[config.mk]
export PLATFORM = sky130hd
export DESIGN_NAME = kul_pipe_mult
export DESIGN_NICKNAME = d
export VERILOG_FILES = /design/src/rtl/kul_mult_pkg.sv /design/src/rtl/kul_cell2.sv /design/src/rtl/kul_pipe_mult.sv
export SDC_FILE = /design/constraint.sdc
export NUM_CORES = 1
export LEC_CHECK = 0
export ABC_AREA = 1
export BUFFER_PORTS_ARGS = -buffer_cell sky130_fd_sc_hd__buf_2
export CORE_AREA = 2 2 109 122
export DETAILED_ROUTE_END_ITERATION = 16
export DIE_AREA = 0 0 111 124
export GPL_ROUTABILITY_DRIVEN = 0
export PLACE_DENSITY_LB_ADDON = 0.15
export SETUP_SLACK_MARGIN = 0.4
export SYNTH_ARGS = -nofsm -noshare
export SYNTH_HDL_FRONTEND = slang
export SYNTH_SLANG_ARGS = --single-unit
[constraint.sdc]
create_clock -name clk -period 6.2 [get_ports clk]
set_clock_uncertainty 0.15 [all_clocks]
set_input_delay 0 -clock clk [delete_from_list [all_inputs] [get_ports clk]]
set_output_delay 0 -clock clk [all_outputs]
set_load 0.02 [all_outputs]
[src/rtl/kul_mult_pkg.sv]
// Shared helpers for the pipelined recursive Kulkarni multiplier.
// Cell width, mode encoding and pipeline-depth helpers.
package kul_mult_pkg;

    localparam int KUL_CELL_W = 4;

    typedef enum logic {
        KUL_EXACT  = 1'b0,
        KUL_APPROX = 1'b1
    } kul_mode_e;

    function automatic int clog2(input int n);
        int r;
        int v;
        r = 0;
        v = 1;
        while (v < n) begin
            v = v << 1;
            r++;
        end
        return r;
    endfunction

    function automatic int lat(input int n);
        return clog2(n);
    endfunction

endpackage

[src/rtl/kul_cell2.sv]
// 2x2 Kulkarni multiplier cell, combinational.
// Approximate mode maps 3*3 to 7 so the product fits in three bits.
module kul_cell2
    import kul_mult_pkg::*;
(
    input  logic [1:0]            i_a,
    input  logic [1:0]            i_b,
    input  kul_mode_e             i_mode,
    output logic [KUL_CELL_W-1:0] o_y
);

    // Select the exact 2-bit product or the Kulkarni approximation
    always_comb begin
        o_y = {2'b00, i_a} * {2'b00, i_b};
        if (i_mode == KUL_APPROX) begin
            o_y = {1'b0,
                   i_a[1] & i_b[1],
                   (i_a[1] & i_b[0]) | (i_a[0] & i_b[1]),
                   i_a[0] & i_b[0]};
        end
    end

endmodule

[src/rtl/kul_pipe_mult.sv]
// Pipelined N x N recursive multiplier from 2x2 Kulkarni cells.
// Define KUL_ERR_STAT_EN to add an exact shadow path, out_err and err_cnt.
module kul_pipe_mult
    import kul_mult_pkg::*;
#(
    parameter int N     = 8,
    parameter int TAG_W = 4,
    parameter int CNT_W = 16
) (
    input  logic             clk,
    input  logic             rst,
    input  logic             in_valid,
    output logic             in_ready,
    input  logic [N-1:0]     in_a,
    input  logic [N-1:0]     in_b,
    input  logic             in_approx,
    input  logic [TAG_W-1:0] in_tag,
    output logic             out_valid,
    input  logic             out_ready,
    output logic [2*N-1:0]   out_y,
    output logic [TAG_W-1:0] out_tag,
    output logic             out_err,
    output logic [CNT_W-1:0] err_cnt
);

    localparam int L  = lat(N);
    localparam int D0 = N / 2;

    logic             w_adv;
    logic [L-1:0]     r_vld;
    logic [TAG_W-1:0] r_tag [L];

    // Whole pipe moves unless a finished result is waiting downstream
    assign w_adv    = ~r_vld[L-1] | out_ready;
    assign in_ready = w_adv;

    // Valid and tag shift alongside the datapath
    always_ff @(posedge clk or posedge rst) begin
        if (rst) begin
            r_vld <= '0;
            for (int k = 0; k < L; k++) begin
                r_tag[k] <= '0;
            end
        end else if (w_adv) begin
            r_vld    <= {r_vld[L-2:0], in_valid};
            r_tag[0] <= in_tag;
            for (int k = 1; k < L; k++) begin
                r_tag[k] <= r_tag[k-1];
            end
        end
    end

    // Stage k holds a (N/2^(k+1))^2 grid of 2^(k+1)-bit sub-products
    for (genvar k = 0; k < L; k++) begin : g_stg
        localparam int W  = 2 ** (k + 1);
        localparam int D  = N / W;

        logic [2*W-1:0] r_p [D*D];
`ifdef KUL_ERR_STAT_EN
        logic [2*W-1:0] r_e [D*D];
`endif

        if (k == 0) begin : g_s0
            logic [KUL_CELL_W-1:0] w_c [D0*D0];
`ifdef KUL_ERR_STAT_EN
            logic [KUL_CELL_W-1:0] w_x [D0*D0];
`endif

            for (genvar i = 0; i < D0; i++) begin : g_i
                for (genvar j = 0; j < D0; j++) begin : g_j
                    kul_cell2 u_cell (
                        .i_a    (in_a[2*i +: 2]),
                        .i_b    (in_b[2*j +: 2]),
                        .i_mode (kul_mode_e'(in_approx)),
                        .o_y    (w_c[i*D0+j])
                    );
`ifdef KUL_ERR_STAT_EN
                    kul_cell2 u_xcell (
                        .i_a    (in_a[2*i +: 2]),
                        .i_b    (in_b[2*j +: 2]),
                        .i_mode (KUL_EXACT),
                        .o_y    (w_x[i*D0+j])
                    );
`endif
                end
            end

            // Register the raw cell products
            always_ff @(posedge clk or posedge rst) begin
                if (rst) begin
                    for (int n = 0; n < D0*D0; n++) begin
                        r_p[n] <= '0;
`ifdef KUL_ERR_STAT_EN
                        r_e[n] <= '0;
`endif
                    end
                end else if (w_adv) begin
                    r_p <= w_c;
`ifdef KUL_ERR_STAT_EN
                    r_e <= w_x;
`endif
                end
            end
        end else begin : g_sk
            localparam int H = W / 2;
            localparam int P = 2 * D;

            logic [2*W-1:0] w_s [D*D];
`ifdef KUL_ERR_STAT_EN
            logic [2*W-1:0] w_e [D*D];
`endif

            for (genvar i = 0; i < D; i++) begin : g_i
                for (genvar j = 0; j < D; j++) begin : g_j
                    assign w_s[i*D+j] =
                        (2*W)'(g_stg[k-1].r_p[(2*i)*P+2*j])
                      + ((2*W)'(g_stg[k-1].r_p[(2*i+1)*P+2*j]) << H)
                      + ((2*W)'(g_stg[k-1].r_p[(2*i)*P+2*j+1]) << H)
                      + ((2*W)'(g_stg[k-1].r_p[(2*i+1)*P+2*j+1]) << (2*H));
`ifdef KUL_ERR_STAT_EN
                    assign w_e[i*D+j] =
                        (2*W)'(g_stg[k-1].r_e[(2*i)*P+2*j])
                      + ((2*W)'(g_stg[k-1].r_e[(2*i+1)*P+2*j]) << H)
                      + ((2*W)'(g_stg[k-1].r_e[(2*i)*P+2*j+1]) << H)
                      + ((2*W)'(g_stg[k-1].r_e[(2*i+1)*P+2*j+1]) << (2*H));
`endif
                end
            end

            // Register the combined quad sums at full width
            always_ff @(posedge clk or posedge rst) begin
                if (rst) begin
                    for (int n = 0; n < D*D; n++) begin
                        r_p[n] <= '0;
`ifdef KUL_ERR_STAT_EN
                        r_e[n] <= '0;
`endif
                    end
                end else if (w_adv) begin
                    r_p <= w_s;
`ifdef KUL_ERR_STAT_EN
                    r_e <= w_e;
`endif
                end
            end
        end
    end

    assign out_valid = r_vld[L-1];
    assign out_y     = g_stg[L-1].r_p[0];
    assign out_tag   = r_tag[L-1];

`ifdef KUL_ERR_STAT_EN
    logic [2*N-1:0]   w_ye;
    logic [CNT_W-1:0] r_err_cnt;

    assign w_ye    = g_stg[L-1].r_e[0];
    assign out_err = r_vld[L-1] & (out_y != w_ye);
    assign err_cnt = r_err_cnt;

    // Count delivered erroneous results, sticking at all-ones
    always_ff @(posedge clk or posedge rst) begin
        if (rst) begin
            r_err_cnt <= '0;
        end else if (out_valid & out_ready & out_err & ~&r_err_cnt) begin
            r_err_cnt <= r_err_cnt + 1'b1;
        end
    end
`else
    assign out_err = 1'b0;
    assign err_cnt = '0;
`endif

endmodule

==> results of run 1 <==
[per-layer routing]
layer  up-vias  GRT usage (%)
li1       3071              -
met1      2882          33.04
met2       139          42.41
met3        20          4.818
met4         0          7.734
met5         -              0
[path summary, 6_finish.rpt]
path	endpoint	startpoint
setup / recovery	out_y[13]	g_stg[1].r_p[28]
hold / removal	g_stg[0].r_p[47]	rst
setup reg to reg	out_y[13]	g_stg[1].r_p[28]
hold reg to reg	r_vld[2]	r_vld[1]
max in group asynchronous	g_stg[0].r_p[31]	rst
min in group clk	g_stg[0].r_p[58]	in_approx
[state kept, by name, summed over array words and instances (netlist names)]
register   cells
g_stg.r_p     96
out_y         16
out_tag        4
r_vld          3
r_tag          8
[critical path, cell delays in order (launching register included)]
cell and delay [ns]:
dfrtp_1 0.34, ha_1 0.16, inv_1 0.05, fa_1 0.39, inv_1 0.07, a21oi_1 0.05, o21bai_1 0.20, nand2_1 0.12
xor2_1 0.17, fa_1 0.44, ha_1 0.36, a21oi_1 0.29, nor2_1 0.07, nor2_1 0.13, nand3b_1 0.09, nand3_1 0.08
nand2_1 0.06
[logic make-up (layout without fill, tap and decap cells)]
group	count (synthesis)	in the layout	share of synthesized area [%]
flip-flops	127	127	39.84
adder cells (fa/ha/maj)	108	108	19.39
other	1	17	0.04701
XOR/XNOR	17	17	1.866
buffers and inverters	200	236	11.03
AND/OR/NAND/NOR	367	367	18.18
AO/OA/AOI/OAI	144	144	9.661
[placed cells by master (no fill, tap or decap), types with 2 or more instances in the layout]
cell	n
xnor2_1	7
buf_4	3
conb_1	17
nand2_1	296
clkbuf_16	17
clkinv_4	2
nand3_1	35
inv_1	125
o211ai_1	5
fa_1	26
nand3b_1	2
nand4_1	2
dfrtp_1	127
a21oi_1	14
clkinvlp_4	4
clkinv_2	2
a31oi_1	14
dlygate4sd3_1	30
buf_2	46
nor2_1	28
or2_2	2
o21ai_0	101
bufinv_16	2
inv_2	2
o21ai_1	6
xor2_1	10
ha_1	82
[final cells by class]
type | count | share of cell area, %
clock inverters | 10 | 1.314
repair buffers | 79 | 6.178
multi-input cells | 653 | 44.46
inverters | 128 | 5.396
flip-flops and latches | 127 | 35.50
well taps | 157 | 2.195
clock buffers | 19 | 4.948
[stage by stage]
step | hold slack [ns] | cells | utilization, % | setup WS (ns)
final | 0.09995 | 1173 | 72.02 | 2.864
after global routing | 0.1460 | 1173 | 72.02 | 2.506
after CTS | 0.08428 | 1173 | 72.02 | 2.863
after detailed placement | 0.01221 | 1114 | 65.10 | 2.875
after global placement | 0.009272 | 1114 | 65.10 | 2.915
after floorplan | -0.04038 | 980 | - | 2.666
[power by group through the flow]
stage               logic, uW  clock network, uW  registers [uW]
floorplan                1420                  0            1290
global placement         1790                  0            1260
detailed placement       1830                  0            1260
CTS                      1870                957            1250
global route             2160               1010            1280
finish                   1850                947            1250
[timing repair]
action | CTS | global route
hold endpoints to repair | 113 | 0
hold buffers | 30 | 0
buffers inserted | 0 | 0
==> impl_metrics.csv, run 1 <==
group,metric,value,unit
critical_path,crit_path_start_kind,"flip-flop",
sta,slew-limit-headroom,28.27,%
clocking,clk_pin_slew,0.06,ns
synthesis,syn-cell-area,0.007978,sq mm
placement,io_buffers,46,
detailed_routing,vias,6112,
synthesis,synth-seq-cells,127,
clocking,cts_buffer_depth,2,
sta,tns,0,ns
synthesis,synth.distinct_cells,29,
clocking,root_buffer,"clkbuf_16",
sta,fin_crit_sh,53.80,%
critical_path,cp.required,6.35,ns
clocking,cts_sinks,127,
clocking,ctsHtreeMaxLevel,4,
run_status,status,"complete, no violations",
detailed_routing,drcViolationCount,0,
pwr,p_sw_share,40.82,%
layout,multi_input_area,0.003980,sq mm
global_routing,grt_max_degree,108,
synthesis,synth_top_cell_by_area,"dfrtp_1",
clocking,insertion_delay,0.41,ns
global_routing,grt_pass1_vias,5864,
sta,timing.fmax,299.8,MHz
layout,nets,1139,
floorplan,initial_utilization,64.19,%
layout,fillCellCount,972,
detailed_routing,vias_per_cell,5.211,
sta,rsz0062_at_grt,"no",
pwr,power_leakage,0.004870,uW
global_routing,grt.overflow.total,0,
critical_path,r2r_cells,16,
flow_run,cap_violations,0,
hold_path,hold_path.class,"in2async",
synthesis,synth_cells,964,
sta,timing_hold_violations_final,0,
synthesis,synth-main-ff-cell,"dfrtp_1",
pwr,power_density,452.8,mW/mm^2
detailed_routing,wl_per_cell,13.58,um
pwr,p_clk_share,23.4,%
pwr,ir_drop,383.5,uV
floorplan,num_io_pins,64,
sta,slew_violations,0,
floorplan,rows,43,
placement,placed_cell_area,0.008090,sq mm
sta,tightest_slew,1.076,ns
critical_path,cp-end-kind,"flip-flop",
critical_path,path_max_fanout,5,
floorplan,die_w,111,um
detailed_routing,dr.max_layer_used,"met4",
detailed_routing,wl_met1,7472,um
detailed_routing,drt_iter0_drc,379,
clocking,cts_tree,"done",
pwr,p_total,4053,uW
pwr,pwr-share-seq,30.9,%
sta,min_period,3.336,ns
detailed_routing,drtAntennaViolNets,0,
layout,insertedDiodeCount,0,
detailed_routing,wl_met2,7530,um
synthesis,synth_most_common_cell,"nand2_1",
floorplan,die-height,124,um
detailed_routing,route.met3.wl,696,um
critical_path,crit_type,"reg2reg",
critical_path,reg2reg_slack,2.86,ns
global_routing,grt_usage,25.00,%
detailed_routing,totalWireLength,15930,um
layout,drive_above_1_share,8.268,%
layout,finalInstanceArea,0.008951,sq mm
clocking,cts_made_buffers,17,
global_routing,antenna_found_initial,0,
layout,syn_to_final_growth,12.20,%
pwr,combPwrFrac,45.7,%
detailed_routing,first_pass_iters,5,
synthesis,synth_common_cells,"296 x nand2_1, 127 x dfrtp_1, 126 x inv_1",
global_routing,grt_pass1_wl,27390,um
pwr,p_int,2399,uW
pwr,p_switching,1655,uW
synthesis,synth.top_cell.area_share,39.84,%
clocking,ctsResizeCount,0,
synthesis,netlist_top_cells_area,"dfrtp_1 40%, nand2_1 14%, ha_1 13%",
sta,setup_viol,0,
floorplan,core_area,0.01243,sq mm
synthesis,syn_area_per_cell,8.276,sq um
placement,place_hpwl,10450,um
floorplan,die_area,0.01376,sq mm
layout,regArea,0.003178,sq mm
synthesis,async_flop_share,100.0,%
synthesis,synth_warnings,0,
critical_path,crit_arrival,3.48,ns
synthesis,ys_seq_area_share,39.84,%
synthesis,synth_edf_count,0,
No activity file was read; power rests on OpenSTA's default activity.
==> run 2, diff against run 1 <==
--- a/config.mk
+++ b/config.mk
@@ -7,9 +7,9 @@
 export LEC_CHECK = 0
 export ABC_AREA = 1
 export BUFFER_PORTS_ARGS = -buffer_cell sky130_fd_sc_hd__buf_2
-export CORE_AREA = 2 2 109 122
+export CORE_AREA = 2 2 118 132
 export DETAILED_ROUTE_END_ITERATION = 16
-export DIE_AREA = 0 0 111 124
+export DIE_AREA = 0 0 120 134
 export GPL_ROUTABILITY_DRIVEN = 0
 export PLACE_DENSITY_LB_ADDON = 0.15
 export SETUP_SLACK_MARGIN = 0.4
==> constraint.sdc (replaced) <==
create_clock -name clk -period 2.75 [get_ports clk]
set_clock_uncertainty 0.15 [all_clocks]
set_input_delay 0 -clock clk [delete_from_list [all_inputs] [get_ports clk]]
set_output_delay 0 -clock clk [all_outputs]
set_load 0.02 [all_outputs]
==> impl_metrics.csv, run 2 (synthesis gave the netlist of run 1 again) <==
group,metric,value,unit
global_routing,grt_usage,22.18,%
placement,place_hpwl,11150,um
flow_run,cap_violations,0,
run_status,status,"complete, but fails checks",
clocking,cts_tree,"done",
clocking,root_buffer,"clkbuf_16",
sta,finalHoldWorstSlack,0.03060,ns
detailed_routing,wl_per_cell,13.25,um
floorplan,die_area,0.01608,sq mm
global_routing,antenna_found_initial,0,
critical_path,reg2reg_slack,-0.37,ns
layout,layout_commonest_cell,"nand2_1",
detailed_routing,drtAntennaViolNets,0,
layout,drive_above_1_share,17.37,%
detailed_routing,first_pass_iters,5,
floorplan,die-height,134,um
sta,setup_viol,8,
critical_path,critPathBufInv,4,
sta,rsz0062_at_grt,"yes",
clocking,ctsHtreeMaxLevel,4,
placement,io_buffers,46,
critical_path,crit_type,"reg2reg",
layout,final_cell_mix,"288 x nand2_1, 127 x dfrtp_1, 112 x inv_1",
detailed_routing,drcViolationCount,0,
sta,fin_crit_sh,113.6,%
critical_path,cp-end-kind,"flip-flop",
floorplan,num_io_pins,64,
critical_path,path_max_fanout,5,
critical_path,crit_top_cell,"inv_2",
detailed_routing,vias,6142,
pwr,power_leakage,0.005102,uW
critical_path,cp.required,2.91,ns
critical_path,path_depth,18,
sta,finalWorstSetupSlack,-0.3746,ns
floorplan,rows,47,
layout,finalInstanceArea,0.009599,sq mm
run_status,violations,"setup timing",
clocking,cts_sinks,127,
floorplan,die_w,120,um
layout,syn_to_final_growth,20.33,%
global_routing,grt.overflow.total,0,
pwr,power_density,1160,mW/mm^2
layout,stdcell_count,1255,
global_routing,grt_pass1_wl,28250,um
hold_path,min_path_cells,5,
critical_path,cp_slowest_cell,"fa_1",
sta,slew-limit-headroom,44.57,%
critical_path,worstPathCellList,"ha_2 > inv_2 > fa_2 > inv_2 > a21oi_2 > o21bai_1 > buf_4 > xor2_2 > fa_1 > inv_2 > ha_4 > nand2_4 > nor2_1 > nand3_2 > nand3_1 > nand2_1 > nand3_1 > nand2_1",
clocking,cts_made_buffers,17,
detailed_routing,vias_per_cell,4.894,
layout,fillCellCount,1252,
detailed_routing,drt_iter0_drc,373,
critical_path,crit_arrival,3.28,ns
pwr,ir_drop,767.1,uV
floorplan,initial_utilization,54.05,%
clocking,insertion_delay,0.41,ns
placement,dp_cells,1179,
clocking,cts_buffer_depth,2,
sta,tns,-2.249,ns
layout,largest_register,"g_stg.r_p",
global_routing,grt_max_degree,148,
sta,timing.fmax,320.0,MHz
critical_path,r2r_cells,18,
critical_path,crit_path_max_incr_delay,0.50,ns
layout,largest_reg_flops,96,
global_routing,grt_pass1_vias,5873,
placement,placed_cell_area,0.008458,sq mm
critical_path,crit_path_start_kind,"flip-flop",
sta,slew_violations,0,
layout,insertedDiodeCount,0,
critical_path,cpLargestDelayFamily,"adder cells",
layout,nets,1179,
detailed_routing,totalWireLength,16630,um
clocking,clk_pin_slew,0.06,ns
sta,timing_hold_violations_final,0,
sta,tightest_slew,0.8314,ns
floorplan,core_area,0.01476,sq mm
hold_path,hold_path.class,"in2reg",
sta,min_period,3.125,ns
[run 2: cell count changes in the layout (fill, tap and decap cells not counted), moves of 8 or more]
| cell | previous run | this run |
|---|---|---|
| buf_4 | 3 | 35 |
| ha_1 | 82 | 70 |
| ha_4 | 0 | 8 |
| inv_1 | 125 | 112 |
| inv_2 | 2 | 15 |
| nand2_1 | 296 | 288 |
[run 2: area by class of cell]
class | count | area (sq um) | area share (%)
Multi-Input combinational cell | 653 | 4249 | 44.26
Inverter | 128 | 484.2 | 5.044
Tap cell | 196 | 245.2 | 2.555
Clock buffer | 17 | 425.4 | 4.432
Timing Repair Buffer | 119 | 919.6 | 9.580
Sequential cell | 127 | 3178 | 33.11
Clock inverter | 15 | 97.59 | 1.017
[run 2: per-layer routing]
metal	track usage, %	up-vias	part of all wire [%]
met5	0	-	0
met4	6.209	0	1.5
met1	30.52	2845	49
met2	35.83	117	47
met3	4.507	18	3.2
li1	-	3162	-
[run 2: stage by stage]
| step | power, uW | utilization, % | setup slack [ns] |
|---|---|---|---|
| after detailed placement | 7911 | 57.30 | -0.3739 |
| after global routing | 12090 | 65.03 | -0.5870 |
| after floorplan | 6537 | - | -0.2388 |
| after CTS | 10690 | 64.05 | -0.3131 |
| final | 11130 | 65.03 | -0.3746 |
| after global placement | 7809 | 57.30 | -0.3197 |
[run 2: report_power, final]
part	switching [uW]	internal [uW]
sequential	359	2460
clock	855	1140
combinational	3330	2980
[run 2: path summary, 6_finish.rpt]
kind	start	end
setup / recovery	g_stg[1].r_p[8]	out_y[14]
max in group asynchronous	rst	g_stg[0].r_p[49]
hold reg to reg	r_vld[1]	r_vld[2]
setup reg to reg	g_stg[1].r_p[8]	out_y[14]
hold / removal	out_ready	out_tag[0]
min in group asynchronous	rst	r_tag[9]
[run 2: worst reg2reg max path, stage by stage (launching register included)]
cell and delay, ns:
dfrtp_1 0.35, ha_2 0.19, inv_2 0.04, fa_2 0.34, inv_2 0.06, a21oi_2 0.05
o21bai_1 0.17, buf_4 0.15, xor2_2 0.07, fa_1 0.50, inv_2 0.05, ha_4 0.32
nand2_4 0.07, nor2_1 0.16, nand3_2 0.11, nand3_1 0.09, nand2_1 0.05, nand3_1 0.06
nand2_1 0.04
[run 2: what timing repair did]
action                                  4_1_cts  5_1_grt
buffers inserted                              8        7
endpoints found under the hold margin        71        0
pin swaps                                    12       25
gates resized for setup                      23       29
endpoints found under the setup margin       11       14
hold buffers                                 29        0
